### src/rtl/dm_access_pkg.sv
// Shared encodings and op helpers for the data-memory access controller.
package dm_access_pkg;

  typedef enum logic [2:0] {
    OP_LW  = 3'd0,
    OP_LH  = 3'd1,
    OP_LHU = 3'd2,
    OP_LB  = 3'd3,
    OP_LBU = 3'd4,
    OP_SW  = 3'd5,
    OP_SH  = 3'd6,
    OP_SB  = 3'd7
  } op_e;

  typedef enum logic [1:0] {
    ST_IDLE = 2'd0,
    ST_RD   = 2'd1,
    ST_WR   = 2'd2,
    ST_RESP = 2'd3
  } state_e;

  typedef enum logic [1:0] {
    SZ_B = 2'd0,
    SZ_H = 2'd1,
    SZ_W = 2'd2
  } size_e;

  function automatic logic is_load(op_e op);
    return op inside {OP_LW, OP_LH, OP_LHU, OP_LB, OP_LBU};
  endfunction

  function automatic logic is_store(op_e op);
    return op inside {OP_SW, OP_SH, OP_SB};
  endfunction

  function automatic size_e op_size(op_e op);
    case (op)
      OP_LW, OP_SW:          return SZ_W;
      OP_LH, OP_LHU, OP_SH:  return SZ_H;
      default:               return SZ_B;
    endcase
  endfunction

endpackage

### src/rtl/dm_access_ctrl_if.sv
// Request/response handshake between the CPU MEM stage (master) and the access controller (slave).
interface dm_access_ctrl_if;
  logic        req_valid;
  logic        req_ready;
  logic [2:0]  req_op;
  logic [31:0] req_addr;
  logic [31:0] req_wdata;
  logic [31:0] req_pc;
  logic        resp_valid;
  logic        resp_ready;
  logic [31:0] resp_rdata;
  logic        resp_err;

  modport master (
    output req_valid, req_op, req_addr, req_wdata, req_pc, resp_ready,
    input  req_ready, resp_valid, resp_rdata, resp_err
  );

  modport slave (
    input  req_valid, req_op, req_addr, req_wdata, req_pc, resp_ready,
    output req_ready, resp_valid, resp_rdata, resp_err
  );
endinterface

### src/rtl/dm_lane_align.sv
// Combinational byte/half lane handling: load extract with sign/zero extension, and
// store merge of sub-word data into the word read back from memory.
module dm_lane_align
  import dm_access_pkg::*;
(
  input  op_e         op_i,
  input  logic [1:0]  addr_lo_i,
  input  logic [31:0] word_i,
  input  logic [31:0] wdata_i,
  output logic [31:0] load_o,
  output logic [31:0] merge_o
);

  logic [7:0]  byte_sel;
  logic [15:0] half_sel;
  logic        sext;

  assign byte_sel = word_i[{addr_lo_i, 3'b000} +: 8];
  assign half_sel = addr_lo_i[1] ? word_i[31:16] : word_i[15:0];
  assign sext     = (op_i == OP_LB) || (op_i == OP_LH);

  always_comb begin
    load_o  = word_i;
    merge_o = wdata_i;
    case (op_size(op_i))
      SZ_B: begin
        load_o  = {{24{sext & byte_sel[7]}}, byte_sel};
        merge_o = word_i;
        merge_o[{addr_lo_i, 3'b000} +: 8] = wdata_i[7:0];
      end
      SZ_H: begin
        load_o  = {{16{sext & half_sel[15]}}, half_sel};
        merge_o = word_i;
        if (addr_lo_i[1]) merge_o[31:16] = wdata_i[15:0];
        else              merge_o[15:0]  = wdata_i[15:0];
      end
      default: ;
    endcase
  end

endmodule

### src/rtl/dm_access_ctrl.sv
// Data-memory initiator: one load/store at a time, sub-word stores via read-modify-write.
// Optional build macro MEM_TRACE_EN adds a $display trace of every committed write.
//
// state   | meaning
// IDLE    | ready for a request
// RD      | memory word read; load extract or store merge
// WR      | single-cycle memory write
// RESP    | response held until consumer takes it
module dm_access_ctrl
  import dm_access_pkg::*;
#(
  parameter int unsigned DM_WORDS = 4096,
  parameter logic [31:0] PC_BASE  = 32'h3000
) (
  input  logic        clk,
  input  logic        rst_n,
  dm_access_ctrl_if.slave bus,
  output logic        mem_we,
  output logic [11:0] mem_addr,
  output logic [31:0] mem_wdata,
  input  logic [31:0] mem_rdata
);

  localparam logic [32:0] ADDR_LIMIT = 33'(DM_WORDS) << 2;

  state_e      state_q, state_d;
  op_e         op_q, op_d;
  logic [13:0] addr_q, addr_d;
  logic [31:0] wdata_q, wdata_d;
  logic [31:0] word_q, word_d;
  logic [31:0] rdata_q, rdata_d;
  logic        err_q, err_d;

  op_e         req_op;
  size_e       req_size;
  logic        req_err;
  logic [31:0] load_data;
  logic [31:0] merge_data;
  logic        req_ready;
  logic        resp_valid;

  assign req_op   = op_e'(bus.req_op);
  assign req_size = op_size(req_op);
  assign req_err  = ((req_size == SZ_W) && (bus.req_addr[1:0] != 2'b00))
                  || ((req_size == SZ_H) && bus.req_addr[0])
                  || ({1'b0, bus.req_addr} >= ADDR_LIMIT);

  dm_lane_align u_lane_align (
    .op_i      (op_q),
    .addr_lo_i (addr_q[1:0]),
    .word_i    (mem_rdata),
    .wdata_i   (wdata_q),
    .load_o    (load_data),
    .merge_o   (merge_data)
  );

  always_comb begin
    state_d    = state_q;
    op_d       = op_q;
    addr_d     = addr_q;
    wdata_d    = wdata_q;
    word_d     = word_q;
    rdata_d    = rdata_q;
    err_d      = err_q;
    req_ready  = 1'b0;
    resp_valid = 1'b0;
    mem_we     = 1'b0;
    mem_addr   = '0;
    mem_wdata  = '0;
    case (state_q)
      ST_IDLE: begin
        req_ready = 1'b1;
        if (bus.req_valid) begin
          op_d    = req_op;
          addr_d  = bus.req_addr[13:0];
          wdata_d = bus.req_wdata;
          rdata_d = '0;
          err_d   = req_err;
          if (req_err)              state_d = ST_RESP;
          else if (req_op == OP_SW) state_d = ST_WR;
          else                      state_d = ST_RD;
        end
      end
      ST_RD: begin
        mem_addr = addr_q[13:2];
        if (is_load(op_q)) begin
          rdata_d = load_data;
          state_d = ST_RESP;
        end else begin
          word_d  = merge_data;
          state_d = ST_WR;
        end
      end
      ST_WR: begin
        mem_we    = 1'b1;
        mem_addr  = addr_q[13:2];
        // SW skips RD, so its word comes straight from the latched store data.
        mem_wdata = (op_size(op_q) == SZ_W) ? wdata_q : word_q;
        state_d   = ST_RESP;
      end
      ST_RESP: begin
        resp_valid = 1'b1;
        if (bus.resp_ready) state_d = ST_IDLE;
      end
      default: state_d = ST_IDLE;
    endcase
  end

  always_ff @(posedge clk or negedge rst_n) begin
    if (!rst_n) begin
      state_q <= ST_IDLE;
      op_q    <= OP_LW;
      addr_q  <= '0;
      wdata_q <= '0;
      word_q  <= '0;
      rdata_q <= '0;
      err_q   <= 1'b0;
    end else begin
      state_q <= state_d;
      op_q    <= op_d;
      addr_q  <= addr_d;
      wdata_q <= wdata_d;
      word_q  <= word_d;
      rdata_q <= rdata_d;
      err_q   <= err_d;
    end
  end

  assign bus.req_ready  = req_ready;
  assign bus.resp_valid = resp_valid;
  assign bus.resp_rdata = rdata_q;
  assign bus.resp_err   = err_q;

`ifdef MEM_TRACE_EN
  logic [31:0] pc_q;
  logic [17:0] addr_hi_q;

  always_ff @(posedge clk or negedge rst_n) begin
    if (!rst_n) begin
      pc_q      <= '0;
      addr_hi_q <= '0;
    end else if (state_q == ST_IDLE && bus.req_valid) begin
      pc_q      <= bus.req_pc;
      addr_hi_q <= bus.req_addr[31:14];
    end
  end

  always_ff @(posedge clk) begin
    if (rst_n && state_q == ST_WR)
      $display("@%h: *%h <= %h", pc_q + PC_BASE, {addr_hi_q, addr_q[13:2], 2'b00}, mem_wdata);
  end
`else
`endif

endmodule

### src/flat_wrapper.sv
// flat-port wrapper written by rule: the top's interface ports become plain ports
module dm_access_ctrl_flat import dm_access_pkg::*;
#(
  parameter int unsigned DM_WORDS = 4096,
  parameter logic [31:0] PC_BASE  = 32'h3000
)
  (clk, rst_n, mem_we, mem_addr, mem_wdata, mem_rdata, bus_req_valid, bus_req_op, bus_req_addr, bus_req_wdata, bus_req_pc, bus_resp_ready, bus_req_ready, bus_resp_valid, bus_resp_rdata, bus_resp_err);
  dm_access_ctrl_if bus_i ();
  input  logic clk;
  input  logic rst_n;
  output logic mem_we;
  output logic [11:0] mem_addr;
  output logic [31:0] mem_wdata;
  input  logic [31:0] mem_rdata;
  input wire logic [$bits(bus_i.req_valid)-1:0] bus_req_valid;
  input wire logic [$bits(bus_i.req_op)-1:0] bus_req_op;
  input wire logic [$bits(bus_i.req_addr)-1:0] bus_req_addr;
  input wire logic [$bits(bus_i.req_wdata)-1:0] bus_req_wdata;
  input wire logic [$bits(bus_i.req_pc)-1:0] bus_req_pc;
  input wire logic [$bits(bus_i.resp_ready)-1:0] bus_resp_ready;
  output wire logic [$bits(bus_i.req_ready)-1:0] bus_req_ready;
  output wire logic [$bits(bus_i.resp_valid)-1:0] bus_resp_valid;
  output wire logic [$bits(bus_i.resp_rdata)-1:0] bus_resp_rdata;
  output wire logic [$bits(bus_i.resp_err)-1:0] bus_resp_err;
  assign bus_i.req_valid = bus_req_valid;
  assign bus_i.req_op = bus_req_op;
  assign bus_i.req_addr = bus_req_addr;
  assign bus_i.req_wdata = bus_req_wdata;
  assign bus_i.req_pc = bus_req_pc;
  assign bus_i.resp_ready = bus_resp_ready;
  assign bus_req_ready = bus_i.req_ready;
  assign bus_resp_valid = bus_i.resp_valid;
  assign bus_resp_rdata = bus_i.resp_rdata;
  assign bus_resp_err = bus_i.resp_err;
  dm_access_ctrl #(.DM_WORDS(DM_WORDS), .PC_BASE(PC_BASE)) u_core (.clk(clk), .rst_n(rst_n), .bus(bus_i), .mem_we(mem_we), .mem_addr(mem_addr), .mem_wdata(mem_wdata), .mem_rdata(mem_rdata));
endmodule
### config.mk
export PLATFORM = sky130hd
export DESIGN_NAME = dm_access_ctrl_flat
export DESIGN_NICKNAME = d
export VERILOG_FILES = /design/src/rtl/dm_access_pkg.sv /design/src/rtl/dm_access_ctrl_if.sv /design/src/rtl/dm_lane_align.sv /design/src/rtl/dm_access_ctrl.sv /design/src/flat_wrapper.sv
export SDC_FILE = /design/constraint.sdc
export NUM_CORES = 1
export LEC_CHECK = 0
export CORE_MARGIN = 1
export CORE_UTILIZATION = 69
export CTS_CLUSTER_SIZE = 20
export DETAILED_ROUTE_END_ITERATION = 6
export DONT_BUFFER_PORTS = 1
export PLACE_DENSITY = 0.85
export SLEW_MARGIN = 40
export SYNTH_ARGS = -nofsm -noshare
export SYNTH_HDL_FRONTEND = slang
export SYNTH_SLANG_ARGS = --single-unit
### constraint.sdc
create_clock -name clk -period 3.65 [get_ports clk]
set_input_delay 0 -clock clk [delete_from_list [all_inputs] [get_ports clk]]
set_output_delay 0 -clock clk [all_outputs]
set_load 0.01 [all_outputs]
Yosys cells after proc, flatten, opt, wreduce, memory -nomap -nowiden
Cells that the tools add are included.
Widths: inputs -> output; s select.
Cells by class
  $add $sub $neg: 1
  $lt $le $gt $ge: 1
  eq/ne operators: 20
  shift operators: 3
  muxes and demuxes: 24
  bitwise operators: 3
  reduce and logical (&&, ||, !) cells: 21
Operator list (number)
  $pmux 32 s2: 3
  $mux 32: 4
  $mux 16: 3
  $bwmux 32: 1
  $ge 32x15->1 const B: 1
  $shift 8x7->32 const A: 1
  $shiftx 32x6->8: 1
  $shiftx 8x7->32: 1
  $eq 3x3->1 const B: 5
  $mux 12: 1
  $mux 2: 5
  $eq 3x2->1 const B: 3
  $eq 2x2->1 const B: 4
  $pmux 2 s2: 2
  $pmux 2 s4: 1
  $neg 5->7: 1
  $eq 2x1->1 const B: 3
  $eq 3x1->1 const B: 2
  $logic_not 3->1: 2
  $reduce_and 2->1: 3
  $reduce_or 2->1: 3
  $reduce_or 3->1: 2
  $reduce_bool 5->1: 1
  $logic_not 2->1: 2
  9 further kinds: 18
Storage, ports and cells
  bits in registers: 116
  input port bits: 135
  output and inout bits: 80
  logic and storage cells: 80

Depth between registers and ports, before layout
Gate-level depths: netlist (run 1).
  word-level depth: 10
  mapped depth: 8
  mapped depth without buffers: 6

By module
From an unflattened synthesis (run 1), not the netlist that was laid out.
Second synthesis, totals
  cells, all modules: 804
  area, all modules: 7621.1 um^2
Modules (own cells, without submodules)
  dm_access_ctrl: times used 1, cells each 473, area each 5256.3 um^2, seq. area each 2902.8 um^2
  dm_lane_align: times used 1, cells each 331, area each 2364.8 um^2, seq. area each 0.0 um^2

Worst setup path before layout (run 1)
OpenSTA, ideal clock, no wires.
  kind: register -> register
  from: register u_core.state_q[0]
  to: register u_core.rdata_q[0] (netlist: u_core.bus.resp_rdata[0])
  setup time: 0.126 ns
  arrival: 1.950 ns
  data required time: 3.524 ns
  path slack: 1.574 ns
  cell stages (with the launch flop): 9
  buffers on the path: 2
  clock period less this slack: 2.076 ns
  cells stage by stage: dfrtp_1 -> inv_1 -> ha_1 -> clkbuf_1 -> nand2b_1 -> and3_1 -> clkbuf_1 -> o21a_1 -> a221o_1
On the way
  cells in the longest elaborated chain, start to end: 3
  elaborated cells on any way between the ends: 7
  those cells by class: eq/ne (3); mux (1); reduce/logical (3)
RTL lines
  start, declared: RTL line dm_access_ctrl.sv:26  | state_e state_q, state_d;
  start signal, assigned: RTL line dm_access_ctrl.sv:119  | state_q <= state_d;
  $eq 2x1->1 or $logic_not 2->1 (tied branches): RTL line dm_access_ctrl.sv:70  | case (state_q)
  $ne 2x1->1 (no line), or another cell as far along
  $reduce_and 3->1 (no line)
  end signal, assigned: RTL line dm_access_ctrl.sv:124  | rdata_q <= rdata_d;
  end, declared: RTL line dm_access_ctrl.sv:31  | logic [31:0] rdata_q, rdata_d;
Parallel ways exist; a longest one is shown, timed or not.
A chain may end at the register's enable or synchronous reset.

Final worst setup path (run 1)
  from: register u_core.op_q[1]
  to: register u_core.rdata_q[4] (netlist: u_core.bus.resp_rdata[4])
On the way
  cells in the longest elaborated chain, start to end: 7
  elaborated cells on any way between the ends: 18
  those cells by class: eq/ne (8); mux (4); reduce/logical (6)
RTL lines
  start, declared: RTL line dm_access_ctrl.sv:27  | op_e op_q, op_d;
  start signal, assigned: RTL line dm_access_ctrl.sv:120  | op_q <= op_d;
  $eq 3x3->1, or another cell as far along: RTL line dm_access_pkg.sv:37  | case (op)
  $reduce_or 3->1 or $reduce_or 2->1 (tied branches): RTL line dm_access_pkg.sv:37
  $pmux 2 s2: RTL line dm_access_pkg.sv:37
  $eq 2x1->1 or $logic_not 2->1 (tied branches): RTL line dm_lane_align.sv:25  | case (op_size(op_i))
  $pmux 32 s2: RTL line dm_lane_align.sv:25
  $mux 32: RTL line dm_access_ctrl.sv:86  | if (is_load(op_q)) begin
  $pmux 32 s2: RTL line dm_access_ctrl.sv:70
Parallel ways exist; a longest one is shown, timed or not. The select of a mux whose other input is x is not followed.

==> flow_summary.yaml, run 1 <==
setup_path:
  crit_family: "compound AO/OA/AOI/OAI gates"
  ff2ff_setup_slack_ns: 0.26
  timing.critical_path.buf_inv: 1
  path_cells: "o21ai_0 > nand3_1 > a311oi_2 > a221o_1 > dlygate4sd3_1"
  critPathLaunchType: "flip-flop"
  arrival_ns: 3.86
  max_stage_delay_ns: 0.75
  crit_fanout: 23
  worstSetupPathType: "reg2reg"
  slowest_stage: "a311oi_2"
  cp.required_ns: 4.12
  critPathCaptureType: "flip-flop"
global_route:
  busiest_layer: "met2"
  grt_use_met3_pct: 23.3
  grt_usage_pct: 52.1
  grt_use_met2_pct: 78.2
  met1_usage_pct: 62.4
  antenna_found_initial: 2
  grt_first_pass_wirelength_um: 38000
  grt_max_degree: 117
  gr-total-overflow: 0
  grt_pass1_vias: 6612
timing:
  setup_viol: 0
  fin_setup_tns_ns: 0
  min_period_over_period_pct: 93.0
  final_max_slew_viol_count: 0
  layout_min_cycle_time_ns: 3.39
  worst_slew_pin_slew_ns: 0.818
  clock_skew_ns: 0.00970
  max_slew_margin_pct: 45.3
  rsz0062_at_grt: "false"
  hold_viol: 0
  fmax_mhz: 295
pwr:
  p_sw_share_pct: 45.3
  ir_drop_mv: 0.716
  seqPwrFrac_pct: 30.8
  combPwrFrac_pct: 47.3
  p_int_mw: 4.61
  p_leak_nw: 3.55
  report.power.total_mw: 8.42
  pwr_density_cell_nw_per_um2: 1030
  switching_power_mw: 3.81
  clkPwrFrac_pct: 21.9
placement:
  dp_hpwl_um: 12800
  portBuffers: 0
  place_inst: 737
  place.gp.congestion: 0.922
synth:
  netlist_top_cells_area: "dfrtp_1 44%, mux2_2 11%, nand2_1 6.3%, a22o_1 4.3%, o21ai_0 3.8%"
  syn_area_um2: 6550
  yosysUniqueCellTypes: 56
  yosysSeqAreaShare_pct: 44.4
  synth_top_area_cell: "dfrtp_1"
  postSynthAreaPerCell_um2: 9.86
  synth_edf_count: 0
  ys_top_cells_by_count: "116 x dfrtp_1, 110 x nand2_1, 66 x mux2_2"
  yosysMostFrequentCell: "dfrtp_1"
  synth_flop_cell: "dfrtp_1"
  syn_nets: 808
  ys_seq_elements: 116
  syn_inst: 664
  yosysTopAreaCellShare_pct: 44.4
  yosys_warnings: 0
  async_flop_share_pct: 100
clock_tree:
  cts_resized: 0
  insertion_delay_ns: 0.54
  cts_tree: "built"
  cts_root_buf: "clkbuf_8"
  clkTransAtPathRegs_ns: 0.06
  clk_path_buf_depth: 2
  numCtsBuffers: 17
  numClockSinks: 116
  cts_max_level: 4
route:
  avgViaCountPerCell: 7.64
  vias: 6634
  wl_per_cell_um: 28.5
  ant_nets: 0
  firstDrtPassIters: 7
  finalWirelength_um: 24700
  drc: 13
  first_iter_violations: 1163
status:
  violations: "DRC"
  status: "complete, but fails checks"
die:
  die_y_um: 99.4
  die_x_um: 99.4
  start_util_pct: 71.2
  fp.dieArea_um2: 9880
  core_area_um2: 9200
  fp-row-count: 35
  io_pins: 215
finish:
  final_cells: 868
  fillers: 388
  ff_latch_area_um2: 2900
  multiInputGateArea_um2: 3380
  synthToLayoutAreaGrowth_pct: 25.4
  fin_nets: 888
  drive_gt1_share_pct: 16.8
job:
  maxCapViolations: 0
worst_hold_path:
  hold_class: "in2async"
==> sequential cells by signal (all words and copies together), names as in the netlist <==
name                   count
u_core.addr_q             14
u_core.op_q                3
u_core.state_q             2
u_core.bus.resp_rdata     32
u_core.word_q             32
u_core.bus.resp_err        1
u_core.wdata_q            32
==> cells in the final DEF (no fill, tap or decap), types with 3 or more instances in the layout <==
| cell type | synthesis | layout |
|---|---|---|
| a211oi_1 | 4 | 3 |
| a21boi_0 | 33 | 33 |
| a21o_1 | 8 | 8 |
| a21oi_1 | 18 | 18 |
| a221o_1 | 7 | 7 |
| a222oi_1 | 16 | 16 |
| a22o_1 | 32 | 32 |
| a22oi_1 | 7 | 7 |
| a31oi_1 | 7 | 7 |
| and2_1 | 13 | 13 |
| buf_4 | 0 | 9 |
| bufinv_16 | 0 | 5 |
| clkbuf_16 | 0 | 16 |
| clkbuf_8 | 0 | 4 |
| dfrtp_1 | 116 | 116 |
| dlygate4sd3_1 | 0 | 97 |
| ha_1 | 9 | 9 |
| inv_1 | 19 | 19 |
| mux2_2 | 66 | 66 |
| mux2i_1 | 9 | 9 |
| nand2_1 | 110 | 109 |
| nand2b_1 | 3 | 3 |
| nand3_1 | 3 | 3 |
| nor2_1 | 31 | 29 |
| nor4_1 | 5 | 5 |
| o211ai_1 | 3 | 3 |
| o21ai_0 | 50 | 50 |
| o21ai_2 | 10 | 10 |
| o32ai_1 | 7 | 7 |
==> cells by family after synthesis <==
family                   Yosys count  share of synthesized area [%]
buffers and inverters             66                           4.30
AO/OA/AOI/OAI                    216                           24.3
multiplexers                      76                           13.1
AND/OR/NAND/NOR                  179                           12.0
flip-flops                       116                           44.4
adder cells (fa/ha/maj)            9                           1.72
XOR/XNOR                           2                          0.268
==> worst register-to-register path, stage by stage, from the launching register on <==
cell	delay, ns
dfrtp_1	0.66
o21ai_0	0.55
nand3_1	0.42
a311oi_2	0.75
a221o_1	0.32
dlygate4sd3_1	0.62
==> per-layer routing <==
layer,wire length (um),up-vias,share of wire (%)
met5,13,-,0.053
li1,-,2584,-
met2,11000,713,45
met1,8320,3123,34
met4,1640,2,6.6
met3,3690,212,15
==> path summary, 6_finish.rpt <==
path                            depth (start not counted)                          start                               endpoint
min in group clk                                        4                  mem_rdata[13]  u_core.bus.resp_rdata[13]$_DFFE_PN0P_
worst min-delay path                                    2                          rst_n             u_core.op_q[1]$_DFFE_PN0P_
worst max register to register                          5     u_core.op_q[1]$_DFFE_PN0P_   u_core.bus.resp_rdata[4]$_DFFE_PN0P_
worst max-delay path                                    5     u_core.op_q[1]$_DFFE_PN0P_   u_core.bus.resp_rdata[4]$_DFFE_PN0P_
worst min register to register                          2  u_core.word_q[26]$_DFFE_PN0P_          u_core.word_q[26]$_DFFE_PN0P_
max in group asynchronous                               2                          rst_n   u_core.bus.resp_rdata[7]$_DFFE_PN0P_
==> power by group through the flow <==
| stage | Combinational [mW] | Sequential, mW | Clock, mW |
|---|---|---|---|
| 2_1_floorplan | 2.83 | 2.21 | 0 |
| 3_3_place_gp | 3.22 | 2.46 | 0 |
| 3_5_place_dp | 3.36 | 2.50 | 0 |
| 4_1_cts | 3.59 | 2.49 | 1.82 |
| 5_1_grt | 4.19 | 2.61 | 1.89 |
| 6_report | 3.98 | 2.59 | 1.84 |
==> final cells by class <==
class                           count  share of cell area (%)
Sequential cell                   116                    35.4
Antenna cell                        1                  0.0305
Inverter                           19                   0.869
Timing Repair Buffer              108                    13.1
Tap cell                          111                    1.69
Multi-Input combinational cell    482                    41.2
Clock inverter                      9                    2.13
Clock buffer                       22                    5.64
==> through the flow <==
step | worst slack (ns) | area, um^2 | hold WS, ns | util (%)
final | 0.256 | 8210 | 0.0369 | 89.3
after detailed placement | 1.00 | 6560 | -0.293 | 71.3
after floorplan | 1.57 | 6550 | -0.296 | -
after global routing | 0.184 | 8210 | 0.00506 | 89.3
after CTS | 0.761 | 8200 | 0.0206 | 89.1
after global placement | 1.08 | 6550 | -0.293 | 71.2
==> repair_timing <==
action,in CTS,in global routing
endpoints found under the hold margin,232,0
setup buffers,0,0
hold buffers,98,0
endpoints found under the setup margin,0,0
Note: power is estimated with default switching activity, not from simulation.
==> run 2: changes to the inputs <==
Settings changed: PLACE_DENSITY 0.85 to 0.95.
==> flow_summary.yaml, run 2 (synthesis results as in run 1) <==
setup_path:
  critPathCaptureType: "primary output"
  max_stage_delay_ns: 0.71
  critPathLaunchType: "flip-flop"
  slowest_stage: "or2_2"
  timing.critical_path.buf_inv: 1
  cp.required_ns: 3.65
  crit_family: "simple AND/OR/NAND/NOR gates"
  worstSetupPathType: "reg2out"
  path_cells: "xor2_1 > or2_2 > buf_4 > nand2_1 > a21boi_0"
  crit_fanout: 37
  arrival_ns: 3.34
finish:
  final_core_util_pct: 87.9
  fillers: 426
  layout_common_cells: "116 x dfrtp_1, 109 x nand2_1, 96 x dlygate4sd3_1, 66 x mux2_2, 50 x o21ai_0"
  antenna_cells: 0
  synthToLayoutAreaGrowth_pct: 23.5
  final_common_cell: "dfrtp_1"
  drive_gt1_share_pct: 16.9
  fin_nets: 886
route:
  vias: 6484
  drc: 6
  ant_nets: 0
  finalWirelength_um: 23200
  first_iter_violations: 1077
  avgViaCountPerCell: 7.50
  firstDrtPassIters: 7
  wl_per_cell_um: 26.8
timing:
  setup_viol: 0
  fin_setup_tns_ns: 0
  clock_skew_ns: 0.0103
  rsz0062_at_grt: "false"
  min_period_over_period_pct: 91.5
  worst_slew_pin_slew_ns: 0.752
  final_max_slew_viol_count: 0
  setup_ws_ns: 0.309
  layout_min_cycle_time_ns: 3.34
  max_slew_margin_pct: 49.9
  whs_ns: 0.0396
  hold_viol: 0
  fmax_mhz: 299
clock_tree:
  cts_resized: 0
  numCtsBuffers: 17
  clk_path_buf_depth: 2
  cts-hold-fix-buffers: 97
  cts_max_level: 4
  clkTransAtPathRegs_ns: 0.06
  cts_setup_buffers: 0
  numClockSinks: 116
  cts_tree: "built"
  insertion_delay_ns: 0.52
  cts_root_buf: "clkbuf_8"
die:
  start_util_pct: 71.2
  core_area_um2: 9200
  fp.dieArea_um2: 9880
  die_y_um: 99.4
  die_x_um: 99.4
  fp-row-count: 35
  io_pins: 215
pwr:
  ir_drop_mv: 0.587
  p_sw_share_pct: 45.8
  p_int_mw: 4.32
  seqPwrFrac_pct: 32.3
  pwr_density_cell_nw_per_um2: 987
  clkPwrFrac_pct: 19.1
  p_leak_nw: 3.49
  switching_power_mw: 3.65
  combPwrFrac_pct: 48.6
worst_hold_path:
  hold_class: "in2reg"
status:
  violations: "DRC"
  status: "complete, but fails checks"
placement:
  place.gp.congestion: 0.910
  portBuffers: 0
  dp_hpwl_um: 12800
  dp_slack_ns: 1.02
global_route:
  grt_first_pass_wirelength_um: 36900
  antenna_found_initial: 0
  gr-total-overflow: 0
  grt_usage_pct: 50.0
  grt_pass1_vias: 6683
  grt_max_degree: 117
job:
  maxCapViolations: 0
-- run 2: final cells by class --
class	count	area [um^2]	area share, %
clock buffer	20	445	5.51
clock inverter	10	85.1	1.05
inverter	19	71.3	0.882
multi-input combinational	482	3380	41.8
sequential	116	2900	35.9
tap	111	139	1.72
timing repair buffer	106	1060	13.1
-- run 2: routing by layer --
| metal | global-route usage, % | vias up | share of wire [%] |
|---|---|---|---|
| met1 | 57.7 | 3072 | 33 |
| met3 | 19.8 | 211 | 13 |
| li1 | - | 2589 | - |
| met5 | 0 | - | 0 |
| met2 | 76.8 | 612 | 46 |
| met4 | 34.3 | 0 | 8.5 |
-- run 2: path summary, 6_finish.rpt --
path / slack [ns] / to / startpoint / cells after the start
worst max-delay path: 0.31 / mem_wdata[14] / u_core.op_q[0]$_DFFE_PN0P_ / 5
worst min-delay path: 0.04 / u_core.bus.resp_rdata[12]$_DFFE_PN0P_ / mem_rdata[12] / 4
worst max register to register: 0.48 / u_core.bus.resp_rdata[0]$_DFFE_PN0P_ / u_core.op_q[1]$_DFFE_PN0P_ / 5
worst min register to register: 0.50 / u_core.word_q[16]$_DFFE_PN0P_ / u_core.word_q[16]$_DFFE_PN0P_ / 2
max in group asynchronous: 3.07 / u_core.addr_q[0]$_DFFE_PN0P_ / rst_n / 2
min in group asynchronous: 0.08 / u_core.addr_q[1]$_DFFE_PN0P_ / rst_n / 2
-- run 2: worst register-to-register path: stages (launching register included) --
cell	delay [ns]
dfrtp_1	0.64
o21ai_0	0.53
nand3_1	0.36
a311oi_2	0.71
a221o_1	0.28
dlygate4sd3_1	0.57
-- run 2: through the flow --
step / power, mW / std cells / instance area (um^2)
after CTS: 7.59 / 863 / 8070
final: 7.98 / 864 / 8080
after global placement: 5.62 / 736 / 6540
after floorplan: 5.04 / 664 / 6550
after global routing: 8.32 / 864 / 8080
after detailed placement: 5.83 / 736 / 6550
-- run 2: power groups by stage --
stage	sequential, mW	clock (mW)	combinational [mW]
floorplan	2.21	0	2.83
global placement	2.45	0	3.16
detailed placement	2.50	0	3.33
CTS	2.48	1.51	3.61
global route	2.60	1.58	4.14
finish	2.58	1.52	3.88
